**src/rtl/game_pkg.sv**
```systemverilog
// Shared encodings for the round scoreboard:
// round-result codes and the match FSM state type.
package game_pkg;

  localparam logic [1:0] WHO_NONE = 2'b00;
  localparam logic [1:0] WHO_WIN  = 2'b01;
  localparam logic [1:0] WHO_LOSE = 2'b10;
  localparam logic [1:0] WHO_BAD  = 2'b11;

  typedef enum logic [2:0] {
    IDLE,
    PLAY,
    SCORE,
    HOLD,
    DONE
  } state_t;

endpackage

```
**src/rtl/hold_timer.sv**
```systemverilog
// Down-counter that spaces a round end from the restart pulse.
// load arms it with HOLD_CYCLES; expire flags the last hold cycle.
module hold_timer #(
  parameter int HOLD_CYCLES = 8
) (
  input  logic clk,
  input  logic rst_n,
  input  logic load,
  input  logic en,
  output logic expire
);

  localparam int W = $clog2(HOLD_CYCLES + 1);

  logic [W-1:0] cnt;

  // load wins; otherwise count down while enabled, stopping at zero
  always_ff @(posedge clk or negedge rst_n) begin
    if (!rst_n) begin
      cnt <= '0;
    end else if (load) begin
      cnt <= W'(HOLD_CYCLES);
    end else if (en && cnt != '0) begin
      cnt <= cnt - W'(1);
    end
  end

  assign expire = en && (cnt == '0);

endmodule

```
**src/rtl/game_scoreboard.sv**
```systemverilog
// Best-of match scoreboard sequencing rounds of a game.
// Optional SCOREBOARD_HISTORY_EN adds a per-round who log.
module game_scoreboard
  import game_pkg::*;
#(
  parameter int ROUNDS_TO_WIN = 3,
  parameter int HOLD_CYCLES   = 8
) (
  input  logic       clk,
  input  logic       rst,
  input  logic       start_i,
  input  logic       gameover_i,
  input  logic [1:0] who_i,
  output logic       round_restart_o,
  output logic [2:0] win_rounds_o,
  output logic [2:0] lose_rounds_o,
  output logic       match_done_o,
  output logic [1:0] match_winner_o,
  output logic       busy_o
`ifdef SCOREBOARD_HISTORY_EN
  ,
  output logic [2*(2*ROUNDS_TO_WIN-1)-1:0] history_o
`endif
);

  localparam logic [2:0] TARGET = 3'(ROUNDS_TO_WIN);

  state_t     state_q;
  state_t     state_d;
  logic       go_q;
  logic       rise;
  logic [1:0] who_q;
  logic [1:0] who_d;
  logic [2:0] win_q;
  logic [2:0] win_d;
  logic [2:0] win_inc;
  logic [2:0] lose_q;
  logic [2:0] lose_d;
  logic [2:0] lose_inc;
  logic [1:0] winner_q;
  logic [1:0] winner_d;
  logic       restart;
  logic       t_load;
  logic       t_en;
  logic       t_expire;

  assign rise = gameover_i & ~go_q;

  assign win_inc =
    (who_q == WHO_WIN && win_q != TARGET) ?
    win_q + 3'd1 : win_q;

  assign lose_inc =
    (who_q == WHO_LOSE && lose_q != TARGET) ?
    lose_q + 3'd1 : lose_q;

  assign t_en = (state_q == HOLD);

  hold_timer #(
    .HOLD_CYCLES(HOLD_CYCLES)
  ) u_hold (
    .clk   (clk),
    .rst_n (rst),
    .load  (t_load),
    .en    (t_en),
    .expire(t_expire)
  );

  // match sequencing: next state, score updates, restart pulse
  always_comb begin
    state_d  = state_q;
    who_d    = who_q;
    win_d    = win_q;
    lose_d   = lose_q;
    winner_d = winner_q;
    restart  = 1'b0;
    t_load   = 1'b0;
    unique case (state_q)
      IDLE, DONE: begin
        if (start_i) begin
          restart  = 1'b1;
          win_d    = '0;
          lose_d   = '0;
          winner_d = WHO_NONE;
          who_d    = WHO_NONE;
          state_d  = PLAY;
        end
      end
      PLAY: begin
        if (rise) begin
          who_d   = who_i;
          state_d = SCORE;
        end
      end
      SCORE: begin
        win_d  = win_inc;
        lose_d = lose_inc;
        if (win_inc == TARGET) begin
          winner_d = WHO_WIN;
          state_d  = DONE;
        end else if (lose_inc == TARGET) begin
          winner_d = WHO_LOSE;
          state_d  = DONE;
        end else begin
          t_load  = 1'b1;
          state_d = HOLD;
        end
      end
      HOLD: begin
        if (t_expire) begin
          restart = 1'b1;
          state_d = PLAY;
        end
      end
      default: state_d = IDLE;
    endcase
  end

  // state, edge detector and score registers
  always_ff @(posedge clk or negedge rst) begin
    if (!rst) begin
      state_q  <= IDLE;
      go_q     <= 1'b0;
      who_q    <= WHO_NONE;
      win_q    <= '0;
      lose_q   <= '0;
      winner_q <= WHO_NONE;
    end else begin
      state_q  <= state_d;
      go_q     <= gameover_i;
      who_q    <= who_d;
      win_q    <= win_d;
      lose_q   <= lose_d;
      winner_q <= winner_d;
    end
  end

  assign round_restart_o = restart & rst;
  assign win_rounds_o    = win_q;
  assign lose_rounds_o   = lose_q;
  assign match_winner_o  = winner_q;
  assign match_done_o    = (state_q == DONE);
  assign busy_o          = (state_q == PLAY)
                        || (state_q == SCORE)
                        || (state_q == HOLD);

`ifdef SCOREBOARD_HISTORY_EN
  localparam int HW = 2*(2*ROUNDS_TO_WIN-1);

  logic [HW-1:0] hist_q;
  logic          clr;

  assign clr = start_i
            && (state_q == IDLE || state_q == DONE);

  // shift each scored round's who in at the LSBs
  always_ff @(posedge clk or negedge rst) begin
    if (!rst) begin
      hist_q <= '0;
    end else if (clr) begin
      hist_q <= '0;
    end else if (state_q == SCORE) begin
      hist_q <= (hist_q << 2) | HW'(who_q);
    end
  end

  assign history_o = hist_q;
`endif

endmodule

```
**config.mk**
```make
export PLATFORM = sky130hd
export DESIGN_NAME = game_scoreboard
export DESIGN_NICKNAME = d
export VERILOG_FILES = /design/src/rtl/game_pkg.sv /design/src/rtl/hold_timer.sv /design/src/rtl/game_scoreboard.sv
export SDC_FILE = /design/constraint.sdc
export NUM_CORES = 1
export LEC_CHECK = 0
export CAP_MARGIN = 30
export CELL_PAD_IN_SITES_DETAIL_PLACEMENT = 0
export CELL_PAD_IN_SITES_GLOBAL_PLACEMENT = 1
export CORE_MARGIN = 1
export CORE_UTILIZATION = 43
export CTS_CLUSTER_DIAMETER = 200
export DETAILED_ROUTE_END_ITERATION = 8
export PLACE_DENSITY_LB_ADDON = 0.3
export RECOVER_POWER = 50
export SLEW_MARGIN = 30
export SYNTH_ARGS = -nofsm -noshare
export SYNTH_HDL_FRONTEND = slang
export SYNTH_SLANG_ARGS = --single-unit
```
**constraint.sdc**
```tcl
create_clock -name clk -period 3.25 [get_ports clk]
set_clock_uncertainty 0.2 [all_clocks]
set_input_delay 0.65 -clock clk [delete_from_list [all_inputs] [get_ports clk]]
set_output_delay 0.65 -clock clk [all_outputs]
set_load 0.03 [all_outputs]
```
==> results list <==
* Overall Power: 1.073 mW
- Placed cell count: 146
* Synthesis-stage register bit count: 18
* Post-CTS resize count: 0
- Detailed routing placed a total of 1037 microns of wire on met2.
* Via count of the first global-routing pass: 905
* Clock Latency Late Sink: 0.29 ns
- Number of hold violations in the final report: 0
* Global-route wire length before repair: 3857 microns
* Port Buffers: 16
- The layout has 209 filler cells.
- The tree built by TritonCTS fans out to 18 sinks.
* Cells taking the most area after synthesis: dfrtp_1 (42%), ha_1 (7.0%), nand2_1 (3.5%), nor3b_1 (3.5%), nor3b_4 (3.5%)
- STA classifies the critical path endpoint as an output pin.
- The share of the Yosys chip area taken by registers is 42.11%.
- Total Routed Length: 2114 microns
* Critical path fanouts, max: 7
* Post-CTS setup buffer count: 0
- Timing-limited maximum frequency: 0.3696 GHz
* Final worst-path setup slack: 0.5447 ns
* Mean routed wirelength per cell: 14.19 microns
- Core utilization of the finished layout: 55.64%
- Combined area of all synthesized cells: 1070 sq um
* Syn-to-layout area delta: 18.36%
- The detail route stage leaves a number of antenna-violating nets equal to 0.
- Total overflow reported by the global router: 0
- Setup violations remaining at the end of the flow were counted as 0.
* Final Instance Area: 1266 sq um
- For this block, wires on met1 add up to 1004 microns.
* Total nets after synthesis: 115
- The initialized floorplan defines 17 standard-cell rows.
- Of the cells placed in the final design, the portion with a size suffix greater than 1 is 10.74%.
- Clock-pin slew was measured on the worst setup and hold paths at 0.10 ns.
- Post-synth top area share: 42.11%
* Effective utilization at floorplan: 47.00%
- Antenna violations before repair: 0
- Via Count: 853
- Number of CTS-inserted buffers: 3
- Power Density: 847.7 nW/um^2
* Maximum buffer depth of the clock tree: 2
* Worst slack on hold paths: 0.3170 ns
* Required time of the critical path: 2.40 ns
- Half-perimeter wire length after detailed placement: 1566 microns
- Routability congestion estimate from global placement: 0.7704
* Hold Crit Class: register to register
- For this run, the detailed router's first-pass iteration total came to 6.
* Post-placement cell area: 1262 sq um
* Clock tree from TritonCTS: done
- In this run the tightest slew margin relative to its limit is 34.03%.
- Total count of max-transition violations in the final report: 0
- # IOs: 17
* # H-tree levels: 1
- STA classifies the critical path startpoint as a register.
- dfrtp_1 takes more of the synthesized area than any other cell.
* Detailed-routed wire length on met3: 56 microns
- The setup path with the least slack is of type register to output pin.
* Placeable Area: 2276 sq um
- Across the VDD grid, the largest voltage drop is 0.4411 mV.
- The average instance in the mapped netlist occupies 10.39 sq um.
* Diodes inserted: 0
- Post-DR vias/cell: 5.725
- RSZ-0062 raised after global routing: no
- Max-cap violations: 0
- The die covers 2692 sq um.
- Counting I/O delays and the setup requirement, the final critical path takes 2.705 ns.
- Count of yosys warnings during synthesis: 0
- Synthesis produced a netlist whose cell count is 103.
- The library cell used most frequently in the layout, excluding fill and tap cells, is dfrtp_1.
- In this run the vertical extent of the chip is 51.88 microns.
- Final total negative setup slack: 0 ns
- Global routing used 19.55% of the available tracks across all layers.
- After the flow finishes, the layout carries non-filler instances totaling 149.
- For the worst setup path, the data arrival time is 1.86 ns.
* DRC violation count after routing: 0
- The top cell types in the final layout, fill and taps aside, are dfrtp_1 (18), clkdlybuf4s50_1 (13), nand2_1 (10), nor2_1 (8), inv_1 (7).
- Number of DRC markers in iteration 0: 6
- Final layout net count: 135
- Floorplan die width: 51.88 microns
* Pre-CTS WS: 0.7614 ns
* Uppermost metal layer occupied by signal nets: met4
- Netlist cell types: 35
- Entering global routing, the biggest net connects 19 pins.
* Lkg Pwr: 0.5165 nW
* Actual slew at the worst max-slew pin: 0.9895 ns
- Hold buffers post-CTS: 0
- The root buffer cell chosen for the clock tree is clkbuf_4.
- The flow ran to the end, and the final reports show no timing, DRC or antenna violations.
* Final worst path period share: 83.24%
## cells in the mapped netlist
master	n
nor3b_4	2
ha_1	6
mux2i_1	2
a21boi_0	1
inv_1	7
nor3b_1	5
nor2b_1	1
a211oi_2	1
mux2_2	2
a32o_1	2
o32a_1	1
and3_4	1
o21ai_0	5
a31o_1	2
dfrtp_1	18
buf_2	3
or3_1	1
nor2_1	8
nor3b_2	1
o211ai_1	1
a41oi_1	1
o221ai_1	1
o41ai_1	1
mux2_4	1
nand3_1	3
nand3b_1	3
xnor2_1	3
nand4b_2	1
a221oi_2	1
nand2_1	10
nand2b_1	1
nand4_1	1
a21oi_1	2
nor3_1	3
nand4b_1	1
## final cells by class
class	count	area, sq um	share of cell area [%]
clock buffers	3	22.52	1.779
flip-flops and latches	18	450.4	35.57
inverters	7	26.28	2.075
repair buffers	18	168.9	13.34
multi-input cells	75	563.0	44.47
well taps	28	35.03	2.767
## final timing paths
path,start,endpoint,cells after the start,slack (ns)
max,state_q[2]$_DFFE_PN0P_,match_done_o,3,0.54
min,match_winner_o[0]$_DFFE_PN0P_,match_winner_o[0]$_DFFE_PN0P_,1,0.32
max reg2reg,win_rounds_o[0]$_DFFE_PN0P_,match_winner_o[0]$_DFFE_PN0P_,6,0.76
min reg2reg,match_winner_o[0]$_DFFE_PN0P_,match_winner_o[0]$_DFFE_PN0P_,1,0.32
max in group asynchronous,rst,win_rounds_o[0]$_DFFE_PN0P_,2,1.38
min in group asynchronous,rst,state_q[2]$_DFFE_PN0P_,2,0.87
## flip-flops by register name, indices dropped and copies added (netlist names)
signal,flops
lose_rounds_o,3
go_q,1
win_rounds_o,3
u_hold.cnt,4
state_q,3
match_winner_o,2
who_q,2
## worst max-delay path: stages (launching register included)
cell             delay, ns
dfrtp_1               0.52
inv_1                 0.14
nor3_1                0.21
clkdlybuf4s50_1       0.70
## kinds of logic (layout without fill, tap and decap cells)
logic type | Yosys count | in the layout | share of synthesized area [%]
buffers and inverters | 10 | 28 | 3.860
XOR/XNOR | 3 | 3 | 2.457
AO/OA/AOI/OAI | 19 | 19 | 14.15
multiplexers | 5 | 5 | 5.380
adder cells (fa/ha/maj) | 6 | 6 | 7.017
flip-flops | 18 | 18 | 42.11
AND/OR/NAND/NOR | 42 | 42 | 25.03
## metal layers
layer  track usage (%)  vias up
li1                  -      413
met1             23.99      422
met4             9.459        0
met5                 0        -
met2             33.33       16
met3             2.632        2
## where the power goes
part	internal, mW	leakage [nW]	total (mW)	switching, mW
registers	0.309	0.226	0.414	0.105
logic	0.259	0.277	0.549	0.290
clock network	0.0431	0.0138	0.110	0.0668
total	0.611	0.516	1.07	0.462
(Power assumes the default switching activity.)
